## src/rtl/jtag_tap_core.sv

```systemverilog
// JTAG TAP core: IEEE 1149.1 TAP controller, instruction register, BYPASS/IDCODE
// data registers and a multi-channel user data-register port.
//
// state  | meaning
// -------+-----------------------------------------------
// TLR    | Test-Logic-Reset, IR forced to IDCODE
// IDLE   | Run-Test/Idle
// SELDR  | Select-DR-Scan
// CAPDR  | Capture-DR, selected DR loads its capture value
// SHDR   | Shift-DR, selected DR shifts tdi -> tdo
// EX1DR  | Exit1-DR
// PDR    | Pause-DR
// EX2DR  | Exit2-DR
// UPDR   | Update-DR
// SELIR  | Select-IR-Scan
// CAPIR  | Capture-IR, ir_shift loads 0..01
// SHIR   | Shift-IR
// EX1IR  | Exit1-IR
// PIR    | Pause-IR
// EX2IR  | Exit2-IR
// UPIR   | Update-IR, ir_q loads ir_shift on exit
module jtag_tap_core #(
   parameter int          IR_W      = 4,
   parameter logic [31:0] IDCODE    = 32'h1000_0001,
   parameter int          NUM_USER  = 2,
   parameter int          USER_BASE = 8
) (
   input  logic                clk,
   input  logic                tap_por,
   input  logic                enableIn,
   input  logic                tms,
   input  logic                tdi,
   output logic                tdo,
   output logic                tdo_oe,
   output logic [3:0]          tstate,
   output logic [IR_W-1:0]     ir_q,
   output logic                reset_n,
   output logic [NUM_USER-1:0] user_sel,
   output logic                user_capture,
   output logic                user_shift,
   output logic                user_update,
   output logic                user_tdi,
   input  logic [NUM_USER-1:0] user_tdo
);

   typedef enum logic [3:0] {
      S_TLR   = 4'd0,
      S_IDLE  = 4'd1,
      S_SELDR = 4'd2,
      S_CAPDR = 4'd3,
      S_SHDR  = 4'd4,
      S_EX1DR = 4'd5,
      S_PDR   = 4'd6,
      S_EX2DR = 4'd7,
      S_UPDR  = 4'd8,
      S_SELIR = 4'd9,
      S_CAPIR = 4'd10,
      S_SHIR  = 4'd11,
      S_EX1IR = 4'd12,
      S_PIR   = 4'd13,
      S_EX2IR = 4'd14,
      S_UPIR  = 4'd15
   } tap_state_t;

   localparam logic [IR_W-1:0] C_IR_IDCODE = {{(IR_W-1){1'b0}}, 1'b1};

   tap_state_t          r_state;
   tap_state_t          w_state_nxt;
   logic [IR_W-1:0]     r_ir_shift;
   logic [IR_W-1:0]     r_ir_q;
   logic                r_bypass;
   logic [31:0]         r_idcode_sr;
   logic                r_tdo;
   logic                r_tdo_oe;

   logic [NUM_USER-1:0] w_user_sel;
   logic                w_is_idcode;
   logic                w_is_user;
   logic                w_dr_out;

   // ---------------------------------------------------------------
   // TAP state register and next-state logic
   // ---------------------------------------------------------------
   always_ff @(posedge clk or negedge tap_por) begin
      if (!tap_por) begin
         r_state <= S_TLR;
      end else if (enableIn) begin
         r_state <= w_state_nxt;
      end
   end

   always_comb begin
      w_state_nxt = r_state;
      case (r_state)
         S_TLR:   w_state_nxt = tms ? S_TLR   : S_IDLE;
         S_IDLE:  w_state_nxt = tms ? S_SELDR : S_IDLE;
         S_SELDR: w_state_nxt = tms ? S_SELIR : S_CAPDR;
         S_CAPDR: w_state_nxt = tms ? S_EX1DR : S_SHDR;
         S_SHDR:  w_state_nxt = tms ? S_EX1DR : S_SHDR;
         S_EX1DR: w_state_nxt = tms ? S_UPDR  : S_PDR;
         S_PDR:   w_state_nxt = tms ? S_EX2DR : S_PDR;
         S_EX2DR: w_state_nxt = tms ? S_UPDR  : S_SHDR;
         S_UPDR:  w_state_nxt = tms ? S_SELDR : S_IDLE;
         S_SELIR: w_state_nxt = tms ? S_TLR   : S_CAPIR;
         S_CAPIR: w_state_nxt = tms ? S_EX1IR : S_SHIR;
         S_SHIR:  w_state_nxt = tms ? S_EX1IR : S_SHIR;
         S_EX1IR: w_state_nxt = tms ? S_UPIR  : S_PIR;
         S_PIR:   w_state_nxt = tms ? S_EX2IR : S_PIR;
         S_EX2IR: w_state_nxt = tms ? S_UPIR  : S_SHIR;
         S_UPIR:  w_state_nxt = tms ? S_SELDR : S_IDLE;
         default: w_state_nxt = S_TLR;
      endcase
   end

   // ---------------------------------------------------------------
   // Instruction register: capture/shift in ir_shift, commit on UpIR exit
   // ---------------------------------------------------------------
   always_ff @(posedge clk or negedge tap_por) begin
      if (!tap_por) begin
         r_ir_shift <= '0;
         r_ir_q     <= C_IR_IDCODE;
      end else if (enableIn) begin
         case (r_state)
            S_TLR:   r_ir_q     <= C_IR_IDCODE;
            S_CAPIR: r_ir_shift <= C_IR_IDCODE;
            S_SHIR:  r_ir_shift <= {tdi, r_ir_shift[IR_W-1:1]};
            S_UPIR:  r_ir_q     <= r_ir_shift;
            default: ;
         endcase
      end
   end

   // ---------------------------------------------------------------
   // Instruction decode; anything not IDCODE or a user opcode is BYPASS
   // ---------------------------------------------------------------
   for (genvar g = 0; g < NUM_USER; g++) begin : g_user_dec
      localparam int unsigned      C_OP_I = USER_BASE + g;
      localparam logic [IR_W-1:0]  C_OP   = C_OP_I[IR_W-1:0];
      assign w_user_sel[g] = (r_ir_q == C_OP);
   end

   assign w_is_idcode = (r_ir_q == C_IR_IDCODE);
   assign w_is_user   = |w_user_sel;

   // ---------------------------------------------------------------
   // Internal data registers; user chains keep their own shift state
   // ---------------------------------------------------------------
   always_ff @(posedge clk or negedge tap_por) begin
      if (!tap_por) begin
         r_bypass    <= 1'b0;
         r_idcode_sr <= IDCODE;
      end else if (enableIn) begin
         if (w_is_idcode) begin
            if (r_state == S_CAPDR) begin
               r_idcode_sr <= IDCODE;
            end else if (r_state == S_SHDR) begin
               r_idcode_sr <= {tdi, r_idcode_sr[31:1]};
            end
         end else if (!w_is_user) begin
            if (r_state == S_CAPDR) begin
               r_bypass <= 1'b0;
            end else if (r_state == S_SHDR) begin
               r_bypass <= tdi;
            end
         end
      end
   end

   always_comb begin
      w_dr_out = r_bypass;
      if (w_is_idcode) begin
         w_dr_out = r_idcode_sr[0];
      end else if (w_is_user) begin
         w_dr_out = |(w_user_sel & user_tdo);
      end
   end

   // ---------------------------------------------------------------
   // TDO launches on the falling edge so it is stable at the next rising edge
   // ---------------------------------------------------------------
   always_ff @(negedge clk or negedge tap_por) begin
      if (!tap_por) begin
         r_tdo    <= 1'b0;
         r_tdo_oe <= 1'b0;
      end else if (enableIn) begin
         case (r_state)
            S_SHIR: begin
               r_tdo    <= r_ir_shift[0];
               r_tdo_oe <= 1'b1;
            end
            S_SHDR: begin
               r_tdo    <= w_dr_out;
               r_tdo_oe <= 1'b1;
            end
            default: begin
               r_tdo    <= 1'b0;
               r_tdo_oe <= 1'b0;
            end
         endcase
      end
   end

   // ---------------------------------------------------------------
   // Outputs
   // ---------------------------------------------------------------
   assign tdo          = r_tdo;
   assign tdo_oe       = r_tdo_oe;
   assign tstate       = r_state;
   assign ir_q         = r_ir_q;
   assign reset_n      = (r_state != S_TLR);
   assign user_sel     = w_user_sel;
   assign user_capture = (r_state == S_CAPDR) && w_is_user;
   assign user_shift   = (r_state == S_SHDR)  && w_is_user;
   assign user_update  = (r_state == S_UPDR)  && w_is_user;
   assign user_tdi     = tdi;

endmodule
```

## config.mk

```make
export PLATFORM = sky130hd
export DESIGN_NAME = jtag_tap_core
export DESIGN_NICKNAME = d
export VERILOG_FILES = /design/src/rtl/jtag_tap_core.sv
export SDC_FILE = /design/constraint.sdc
export NUM_CORES = 1
export LEC_CHECK = 0
export CAP_MARGIN = 10
export CORE_MARGIN = 2
export CORE_UTILIZATION = 45
export CTS_CLUSTER_SIZE = 16
export DETAILED_ROUTE_END_ITERATION = 10
export GPL_TIMING_DRIVEN = 0
export PLACE_DENSITY = 0.66
export SKIP_CTS_REPAIR_TIMING = 1
export SYNTH_ARGS = -nofsm -noshare
export SYNTH_HDL_FRONTEND = slang
export SYNTH_SLANG_ARGS = --single-unit
export TNS_END_PERCENT = 20
```

## constraint.sdc

```tcl
create_clock -name clk -period 2.1 [get_ports clk]
set_clock_uncertainty 0.15 [all_clocks]
set_input_delay 0.42 -clock clk [delete_from_list [all_inputs] [get_ports clk]]
set_output_delay 0.42 -clock clk [all_outputs]
set_load 0.01 [all_outputs]
```

==> flow_metrics.py, run 1 <==
metrics = {
    "synth": {
        "yosysTopAreaCellShare_pct": 46.3,
        "ys_seq_area_share_pct": 52.0,
        "synth_nets": 262,
        "synth-seq-cells": 47,
        "ys_top_cells_by_area": "dfrtp_1 (46%), nand2_1 (12%), o21ai_0 (5.7%)",
        "syn_inst": 255,
        "ys.flop_type": "dfrtp_1",
        "synth_enable_flop_cells": 0,
        "ys_async_sr_fraction_pct": 100,
        "synth_common_cells": "nand2_1 (73), dfrtp_1 (42), o21ai_0 (26)",
        "yosysMostFrequentCell": "nand2_1",
        "synth_warnings": 0,
        "syn_area_mm2": 0.00227,
        "syn_area_per_cell_um2": 8.91,
        "synth_cell_types": 49,
        "synth_largest_area_cell": "dfrtp_1",
    },
    "timing": {
        "drv_slew": 0,
        "hold_viol_final": 0,
        "finalSetupViolations": 7,
        "rsz0062_at_grt": "yes",
        "worst_pin_slew_ps": 419,
        "fin_setup_tns_ps": -2180,
        "finalWorstSetupSlack_ps": -609,
        "max-slew-margin-rel_pct": 72.1,
    },
    "critical_path": {
        "cp_slowest_cell": "dfrtp_2",
        "max_stage_delay_ps": 450,
        "path_buf_inv": 0,
        "crit_path_start_kind": "flip-flop",
        "rrSetupSlack_ps": -610,
        "crit_family": "compound AO/OA/AOI/OAI gates",
        "cp_data_arrival_time_ps": 1660,
        "r2r_start": "ir_q[1]$_DFFE_PN0P_",
        "rr_endpoint": "tdo$_DFFE_NN0P_",
        "worstSetupPathType": "flip-flop to flip-flop",
        "worstPathCellList": "or3b_4 > a32o_1 > a41oi_2 > o21ai_1",
        "path_max_fanout": 5,
        "ff2ff_path_depth": 4,
        "cp-end-kind": "flip-flop",
        "required_ps": 1050,
    },
    "floorplan": {
        "core_area_mm2": 0.00479,
        "io_pins": 24,
        "die_area_mm2": 0.00563,
        "rows": 25,
        "die_w_um": 75.0,
        "start_util_pct": 47.5,
        "fp.dieH_um": 75.0,
    },
    "clock_network": {
        "htreeDepth": 2,
        "cts_tree": "yes",
        "cts_root_buf": "clkbuf_8",
        "cts_sinks": 47,
        "clk_path_buf_depth": 2,
        "cts-buffers-inserted": 5,
        "clkLatencyLatePin_ps": 300,
        "clk_pin_slew_ps": 90,
    },
    "detailed_routing": {
        "via_per_inst": 5.17,
        "routed_wl_mm": 4.93,
        "first_iter_violations": 89,
        "drc_errors": 0,
        "dr_total_vias": 1873,
        "wl_per_cell_um": 13.6,
        "drtAntennaViolNets": 0,
        "dr.pass1.iters": 4,
    },
    "placement": {
        "post_dp_cell_area_mm2": 0.00260,
        "finalWeightedCongestion": 0.841,
        "dpl.hpwl_mm": 3.30,
        "io_buffers": 23,
        "dp.cells": 346,
    },
    "final_layout": {
        "stdcell_area_mm2": 0.00278,
        "fin_cells": 362,
        "fin_nets": 301,
        "layout-drive-gt1-share_pct": 19.3,
        "area.growth.synth_to_final_pct": 22.5,
        "fill_cells": 429,
        "num_antenna_cells": 0,
    },
    "pwr": {
        "vdd_drop_max_v": 0.000615,
        "total_leakage_power_nw": 1.22,
        "power_density_mw_per_mm2": 1090,
    },
    "global_route": {
        "grt_max_degree": 40,
        "overflow": 0,
        "grt_pass1_wl_mm": 8.27,
        "grt.total_usage_pct": 19.2,
        "grt_pass1_vias": 1729,
        "antenna_found_initial": 0,
    },
    "min_path": {
        "min_to": "r_ir_shift[3]$_DFFE_PN0P_",
        "holdPathStages": 3,
        "min_path_type": "primary input to flip-flop",
        "hp-start": "tdi",
    },
    "outcome": {
        "violations": "negative setup slack",
        "status": "complete, but fails checks",
    },
    "run": {
        "drv_cap": 0,
    },
}
-- stage by stage --
stage | setup WS (ps) | utilization, % | total power, W | hold WS, ps
after floorplan | -539 | - | 0.00204 | -25.6
after global placement | -1850 | 54.1 | 0.00243 | 304
after detailed placement | -820 | 54.4 | 0.00243 | 139
after CTS | -791 | 56.2 | 0.00299 | -194
after global routing | -664 | 58.1 | 0.00329 | 311
final | -609 | 58.1 | 0.00305 | 300
-- worst max path at each step --
stage	start	end	slack [ps]	cells after the start
floorplan	ir_q[2]$_DFFE_PN0P_	tdo$_DFFE_NN0P_	-540	4
global placement	tap_por	tdo$_DFFE_NN0P_	-1850	1
detailed placement	user_tdo[1]	tdo$_DFFE_NN0P_	-820	5
CTS	tdo_oe$_DFFE_NN0P_	tdo_oe	-790	1
global route	ir_q[1]$_DFFE_PN0P_	tdo$_DFFE_NN0P_	-660	4
finish	ir_q[1]$_DFFE_PN0P_	tdo$_DFFE_NN0P_	-610	4
-- registers in the layout, indices dropped and copies added (netlist names) --
register,count
r_idcode_sr,32
ir_q,4
r_ir_shift,4
tstate,4
r_bypass,1
tdo,1
tdo_oe,1
-- kinds of logic (layout without fill, tap and decap cells) --
logic type                after synthesis  count (layout)  share of synthesized area, %
xor gates and xnor gates                1               1                         0.386
muxes                                   2               2                         0.992
buffers and inverters                  24              64                          5.34
AOI/OAI and AO/OA                      68              68                          18.1
and+or+nand+nor                       113             113                          23.2
DFF                                    47              47                          52.0
-- worst min-delay path: stages --
cell and delay (ps):
dlymetal6s2s_1 160, nand2_1 80, o21ai_1 50
-- per-layer routing --
| metal | vias up | wire (um) | part of all wire, % | global-route usage (%) |
|---|---|---|---|---|
| met5 | - | 0 | 0 | 0 |
| met4 | 0 | 55 | 1.1 | 6.15 |
| li1 | 937 | - | - | - |
| met3 | 5 | 180 | 3.6 | 4.55 |
| met1 | 891 | 2350 | 48 | 27.5 |
| met2 | 40 | 2350 | 48 | 28.8 |
-- power breakdown --
group / switching [W] / total (W) / internal, W
Sequential: 0.000139 / 0.00123 / 0.00110
Combinational: 0.000729 / 0.00127 / 0.000539
Clock: 0.000309 / 0.000542 / 0.000233
Total: 0.00118 / 0.00305 / 0.00187
-- placed cells by master (no fill, tap or decap), types with 2 or more instances in the layout --
master	n
a21oi_1	10
a22o_1	3
a31oi_1	2
and3_1	2
buf_2	9
buf_4	14
clkbuf_1	5
clkbuf_2	3
clkbuf_8	5
clkdlybuf4s50_1	14
dfrtn_1	2
dfrtp_1	38
dfrtp_2	4
dfstp_2	3
dlygate4sd3_1	2
dlymetal6s2s_1	3
inv_1	3
nand2_1	73
nand2b_1	2
nand3_1	3
nor2_1	10
nor2b_1	5
o211ai_1	2
o21ai_0	26
o21ai_1	14
-- area by class of cell --
class | count | area, um^2 | share of cell area (%)
Tap cell | 67 | 83.8 | 3.01
Inverter | 4 | 15.0 | 0.540
Timing Repair Buffer | 32 | 293 | 10.5
Clock inverter | 2 | 12.5 | 0.450
Multi-Input combinational cell | 184 | 997 | 35.8
Clock buffer | 6 | 72.6 | 2.61
Sequential cell | 47 | 1180 | 42.6
Buffer | 20 | 124 | 4.45
(Power assumes the default switching activity.)
==> inputs of run 2 (changes only) <==
--- a/config.mk
+++ b/config.mk
@@ -11,6 +11,7 @@
 export CTS_CLUSTER_SIZE = 16
 export DETAILED_ROUTE_END_ITERATION = 10
 export GPL_TIMING_DRIVEN = 0
+export MAX_ROUTING_LAYER = met4
 export PLACE_DENSITY = 0.66
 export SKIP_CTS_REPAIR_TIMING = 1
 export SYNTH_ARGS = -nofsm -noshare
==> flow_metrics.py, run 2 (synthesis results as in run 1) <==
metrics = {
    "clock_network": {
        "cts_tree": "yes",
        "clkLatencyLatePin_ps": 300,
        "cts_sinks": 47,
        "htreeDepth": 2,
        "cts-buffers-inserted": 5,
        "clk_path_buf_depth": 2,
        "clk_pin_slew_ps": 90,
        "cts_root_buf": "clkbuf_8",
    },
    "critical_path": {
        "path_max_fanout": 5,
        "rrSetupSlack_ps": -600,
        "worstSetupPathType": "flip-flop to flip-flop",
        "cp-endpoint": "tdo$_DFFE_NN0P_",
        "cp-end-kind": "flip-flop",
        "crit_path_start_kind": "flip-flop",
        "ff2ff_path_depth": 4,
        "cp_slowest_cell": "dfrtp_2",
        "max_stage_delay_ps": 450,
        "cp_data_arrival_time_ps": 1650,
        "r2r_start": "ir_q[1]$_DFFE_PN0P_",
        "rr_endpoint": "tdo$_DFFE_NN0P_",
        "crit_path_start": "ir_q[1]$_DFFE_PN0P_",
        "required_ps": 1050,
        "worstPathCellList": "or3b_4 > a32o_1 > a41oi_2 > o21ai_1",
    },
    "final_layout": {
        "layout-drive-gt1-share_pct": 19.3,
        "area.growth.synth_to_final_pct": 22.5,
        "final_cell_mix": "nand2_1 (73), dfrtp_1 (38), o21ai_0 (26)",
        "fill_cells": 427,
        "regMostFlops": "r_idcode_sr",
        "layout_commonest_cell": "nand2_1",
        "num_antenna_cells": 0,
        "stdcell_area_mm2": 0.00278,
        "fin_nets": 301,
        "largest_reg_flops": 32,
    },
    "run": {
        "drv_cap": 0,
    },
    "global_route": {
        "antenna_found_initial": 0,
        "grt_max_degree": 40,
        "overflow": 0,
        "grt_pass1_wl_mm": 8.30,
        "grt_pass1_vias": 1726,
        "grt.total_usage_pct": 19.9,
    },
    "timing": {
        "max-slew-margin-rel_pct": 72.8,
        "rsz0062_at_grt": "yes",
        "drv_slew": 0,
        "finalWorstSetupSlack_ps": -604,
        "whs_ps": 301,
        "hold_viol_final": 0,
        "worst_pin_slew_ps": 408,
        "finalSetupViolations": 7,
    },
    "outcome": {
        "violations": "negative setup slack",
        "status": "complete, but fails checks",
    },
    "detailed_routing": {
        "dr.pass1.iters": 5,
        "via_per_inst": 5.22,
        "drc_errors": 0,
        "routed_wl_mm": 4.94,
        "first_iter_violations": 107,
        "wl_per_cell_um": 13.6,
        "dr_total_vias": 1889,
        "drtAntennaViolNets": 0,
    },
    "floorplan": {
        "die_area_mm2": 0.00563,
        "io_pins": 24,
        "die_w_um": 75.0,
        "core_area_mm2": 0.00479,
        "fp.dieH_um": 75.0,
        "rows": 25,
        "start_util_pct": 47.5,
    },
    "placement": {
        "dpl.hpwl_mm": 3.30,
        "io_buffers": 23,
        "post_dp_cell_area_mm2": 0.00260,
        "finalWeightedCongestion": 0.854,
    },
    "pwr": {
        "vdd_drop_max_v": 0.000618,
        "total_leakage_power_nw": 1.22,
        "power_density_mw_per_mm2": 1100,
    },
    "min_path": {
        "min_path_type": "primary input to flip-flop",
        "holdPathStages": 3,
    },
}
-- run 2: cell counts in the layout (fill, tap and decap cells not counted) --
No cell type changed its count.
-- run 2: where the power goes --
part	leakage, nW	internal, W	switching [W]
clock	0.0412	0.000233	0.000310
combinational	0.555	0.000539	0.000731
sequential	0.621	0.00110	0.000138
-- run 2: worst min-delay path by stage --
stage                                 from                          end  slack [ps]
2_1_floorplan                      tap_por          ir_q[1]$_DFFE_PN0P_         -30
3_3_place_gp   r_idcode_sr[28]$_DFFE_PN1P_  r_idcode_sr[28]$_DFFE_PN1P_         300
3_5_place_dp                       tap_por  r_idcode_sr[24]$_DFFE_PN0P_         140
4_1_cts                            tap_por  r_idcode_sr[15]$_DFFE_PN0P_        -190
5_1_grt                                tdi    r_ir_shift[3]$_DFFE_PN0P_         310
6_report                               tdi    r_ir_shift[3]$_DFFE_PN0P_         300
-- run 2: per-layer routing --
| layer | track usage [%] | wire length, um | up-vias |
|---|---|---|---|
| li1 | - | - | 939 |
| met1 | 28.0 | 2350 | 900 |
| met2 | 28.7 | 2350 | 43 |
| met3 | 4.28 | 177 | 7 |
| met4 | 6.15 | 60 | 0 |
| met5 | - | 0 | - |
-- run 2: area by class of cell --
type	count	area [um^2]	share of cell area [%]
Clock inverter	2	12.5	0.450
Inverter	4	15.0	0.540
Clock buffer	6	72.6	2.61
Tap cell	67	83.8	3.01
Multi-Input combinational cell	184	997	35.8
Buffer	20	124	4.45
Sequential cell	47	1180	42.6
Timing Repair Buffer	32	293	10.5
-- run 2: stage by stage --
step                      setup WS [ps]  utilization, %  setup TNS, ps  power [W]  cells
after global routing               -665            58.1          -2560    0.00329    362
after detailed placement           -820            54.4          -4080    0.00243    346
after CTS                          -791            56.2          -5270    0.00299    354
after global placement            -1850            54.1         -47880    0.00243    345
final                              -604            58.1          -2170    0.00305    362
after floorplan                    -539               -           -914    0.00204    255
-- run 2: critical path, delay by kind of cell, from the launching register on --
family / cells / cell delay (ps)
flip-flops: 1 / 450
AO/OA/AOI/OAI: 3 / 470
AND/OR/NAND/NOR: 1 / 440
==> inputs of run 3 (changes only) <==
--- a/config.mk
+++ b/config.mk
@@ -5,14 +5,16 @@
 export SDC_FILE = /design/constraint.sdc
 export NUM_CORES = 1
 export LEC_CHECK = 0
+export ABC_AREA = 1
 export CAP_MARGIN = 10
-export CORE_MARGIN = 2
+export CORE_MARGIN = 8
 export CORE_UTILIZATION = 45
 export CTS_CLUSTER_SIZE = 16
 export DETAILED_ROUTE_END_ITERATION = 10
 export GPL_TIMING_DRIVEN = 0
 export MAX_ROUTING_LAYER = met4
 export PLACE_DENSITY = 0.66
+export SETUP_SLACK_MARGIN = 0.05
 export SKIP_CTS_REPAIR_TIMING = 1
 export SYNTH_ARGS = -nofsm -noshare
 export SYNTH_HDL_FRONTEND = slang
==> flow_metrics.py, run 3 <==
metrics = {
    "outcome": {
        "status": "complete, but fails checks",
        "violations": "negative setup slack",
    },
    "timing": {
        "whs_ps": 341,
        "hold_viol_final": 0,
        "worst_pin_slew_ps": 485,
        "finalSetupViolations": 6,
        "drv_slew": 0,
        "finalWorstSetupSlack_ps": -378,
        "rsz0062_at_grt": "yes",
        "fin_setup_tns_ps": -1310,
        "max-slew-margin-rel_pct": 67.3,
    },
    "placement": {
        "post_dp_cell_area_mm2": 0.00264,
        "pre_cts_slack_ps": -1020,
        "io_buffers": 23,
        "dpl.hpwl_mm": 3.44,
        "finalWeightedCongestion": 0.891,
    },
    "synth": {
        "ys_async_sr_fraction_pct": 100,
        "synth_warnings": 0,
        "ys_top_cells_by_area": "dfrtp_1 (46%), nand2_1 (11%), o21ai_0 (11%)",
        "ys_seq_area_share_pct": 51.4,
        "synth_cell_types": 28,
        "synth_common_cells": "nand2_1 (67), o21ai_0 (49), dfrtp_1 (42)",
        "synth-seq-cells": 47,
        "synth_nets": 289,
        "syn_area_per_cell_um2": 8.14,
        "yosysTopAreaCellShare_pct": 45.8,
        "syn_inst": 282,
        "synth_largest_area_cell": "dfrtp_1",
        "syn_area_mm2": 0.00229,
        "ys.flop_type": "dfrtp_1",
        "synth_enable_flop_cells": 0,
        "yosysMostFrequentCell": "nand2_1",
    },
    "clock_network": {
        "cts_root_buf": "clkbuf_8",
        "clkLatencyLatePin_ps": 300,
        "cts_tree": "yes",
        "clk_pin_slew_ps": 90,
        "cts_sinks": 47,
        "cts-buffers-inserted": 5,
        "clk_path_buf_depth": 2,
        "htreeDepth": 2,
    },
    "global_route": {
        "grt_max_degree": 40,
        "grt.total_usage_pct": 14.3,
        "antenna_found_initial": 0,
        "grt_pass1_vias": 1886,
        "grt_pass1_wl_mm": 8.50,
        "overflow": 0,
    },
    "detailed_routing": {
        "wl_per_cell_um": 13.0,
        "via_per_inst": 5.10,
        "dr_total_vias": 1995,
        "drc_errors": 0,
        "dr.pass1.iters": 4,
        "routed_wl_mm": 5.09,
        "first_iter_violations": 86,
        "drtAntennaViolNets": 0,
    },
    "final_layout": {
        "stdcell_area_mm2": 0.00287,
        "area.growth.synth_to_final_pct": 25.0,
        "fin_nets": 327,
        "layout-drive-gt1-share_pct": 18.7,
        "regMostFlops": "r_idcode_sr",
        "final_cell_mix": "nand2_1 (64), o21ai_0 (48), nand3_1 (38)",
        "layout_commonest_cell": "nand2_1",
        "num_antenna_cells": 0,
        "fin_util_pct": 57.2,
        "largest_reg_flops": 32,
        "fill_cells": 464,
    },
    "critical_path": {
        "cp-end-kind": "output pin",
        "cp_slowest_cell": "dfrtn_1",
        "r2r_start": "ir_q[0]$_DFFE_PN1P_",
        "max_stage_delay_ps": 420,
        "rrSetupSlack_ps": -290,
        "cp_data_arrival_time_ps": 1910,
        "required_ps": 1530,
        "rr_endpoint": "tdo$_DFFE_NN0P_",
        "crit_family": "flip-flops",
        "worstSetupPathType": "flip-flop to output pin",
        "ff2ff_path_depth": 6,
        "path_max_fanout": 2,
        "worstPathCellList": "buf_2",
        "path_buf_inv": 1,
        "crit_path_start_kind": "flip-flop",
    },
    "pwr": {
        "vdd_drop_max_v": 0.000440,
        "total_leakage_power_nw": 1.52,
        "power_density_mw_per_mm2": 1070,
    },
    "floorplan": {
        "core_area_mm2": 0.00501,
        "io_pins": 24,
        "rows": 26,
        "die_w_um": 87.4,
        "start_util_pct": 45.8,
        "die_area_mm2": 0.00764,
        "fp.dieH_um": 87.4,
    },
    "min_path": {
        "min_path_type": "flip-flop to flip-flop",
        "holdPathStages": 2,
        "hp-start": "r_idcode_sr[28]$_DFFE_PN1P_",
        "min_to": "r_idcode_sr[28]$_DFFE_PN1P_",
    },
    "run": {
        "drv_cap": 0,
    },
}
[run 3: cell types whose count changed after synthesis, moves of 5 or more]
cell     change
o21ai_1     -13
nand3_1     +35
nor2_1       +9
inv_1       +15
a21oi_1      -5
o21ai_0     +23
nand2_1      -6
buf_4        -5
nor2b_1      -5
[run 3: how the worst max path moves through the flow]
stage,from,end,depth (start not counted)
5_1_grt,tdo_oe$_DFFE_NN0P_,tdo_oe,1
6_report,tdo_oe$_DFFE_NN0P_,tdo_oe,1
4_1_cts,tdo_oe$_DFFE_NN0P_,tdo_oe,1
2_1_floorplan,ir_q[0]$_DFFE_PN1P_,tdo$_DFFE_NN0P_,7
3_3_place_gp,tap_por,tdo_oe$_DFFE_NN0P_,1
3_5_place_dp,enableIn,tdo$_DFFE_NN0P_,5
[run 3: per-layer routing]
layer  vias to the layer above  global-route usage [%]  wire length [um]
li1                       1012                       -                 -
met4                         0                    5.47                44
met1                       946                    17.5              2440
met2                        33                    22.7              2410
met3                         4                    2.92               199
met5                         -                       -                 0
[run 3: kinds of logic (layout without fill, tap and decap cells)]
| group | Yosys count | count (layout) | share of synthesized area (%) |
|---|---|---|---|
| simple gates | 140 | 140 | 27.8 |
| compound gates | 61 | 61 | 13.8 |
| flops | 47 | 47 | 51.4 |
| buf+inv | 34 | 73 | 7.03 |
[run 3: layout make-up]
| cell class | instances | area [um^2] | share of cell area (%) |
|---|---|---|---|
| Tap cell | 70 | 87.6 | 3.05 |
| Clock inverter | 2 | 38.8 | 1.35 |
| Timing Repair Buffer | 31 | 302 | 10.5 |
| Multi-Input combinational cell | 201 | 1000 | 35.0 |
| Sequential cell | 47 | 1190 | 41.4 |
| Inverter | 20 | 75.1 | 2.62 |
| Clock buffer | 6 | 82.6 | 2.88 |
| Buffer | 14 | 92.6 | 3.23 |
[run 3: stage by stage]
stage               cells  total power [W]
floorplan             282          0.00193
global placement      375          0.00227
detailed placement    376          0.00228
CTS                   384          0.00299
global route          391          0.00327
finish                391          0.00306
[run 3: power breakdown]
group / switching [W] / internal [W]
registers: 0.000150 / 0.00109
logic: 0.000694 / 0.000424
clock network: 0.000311 / 0.000392
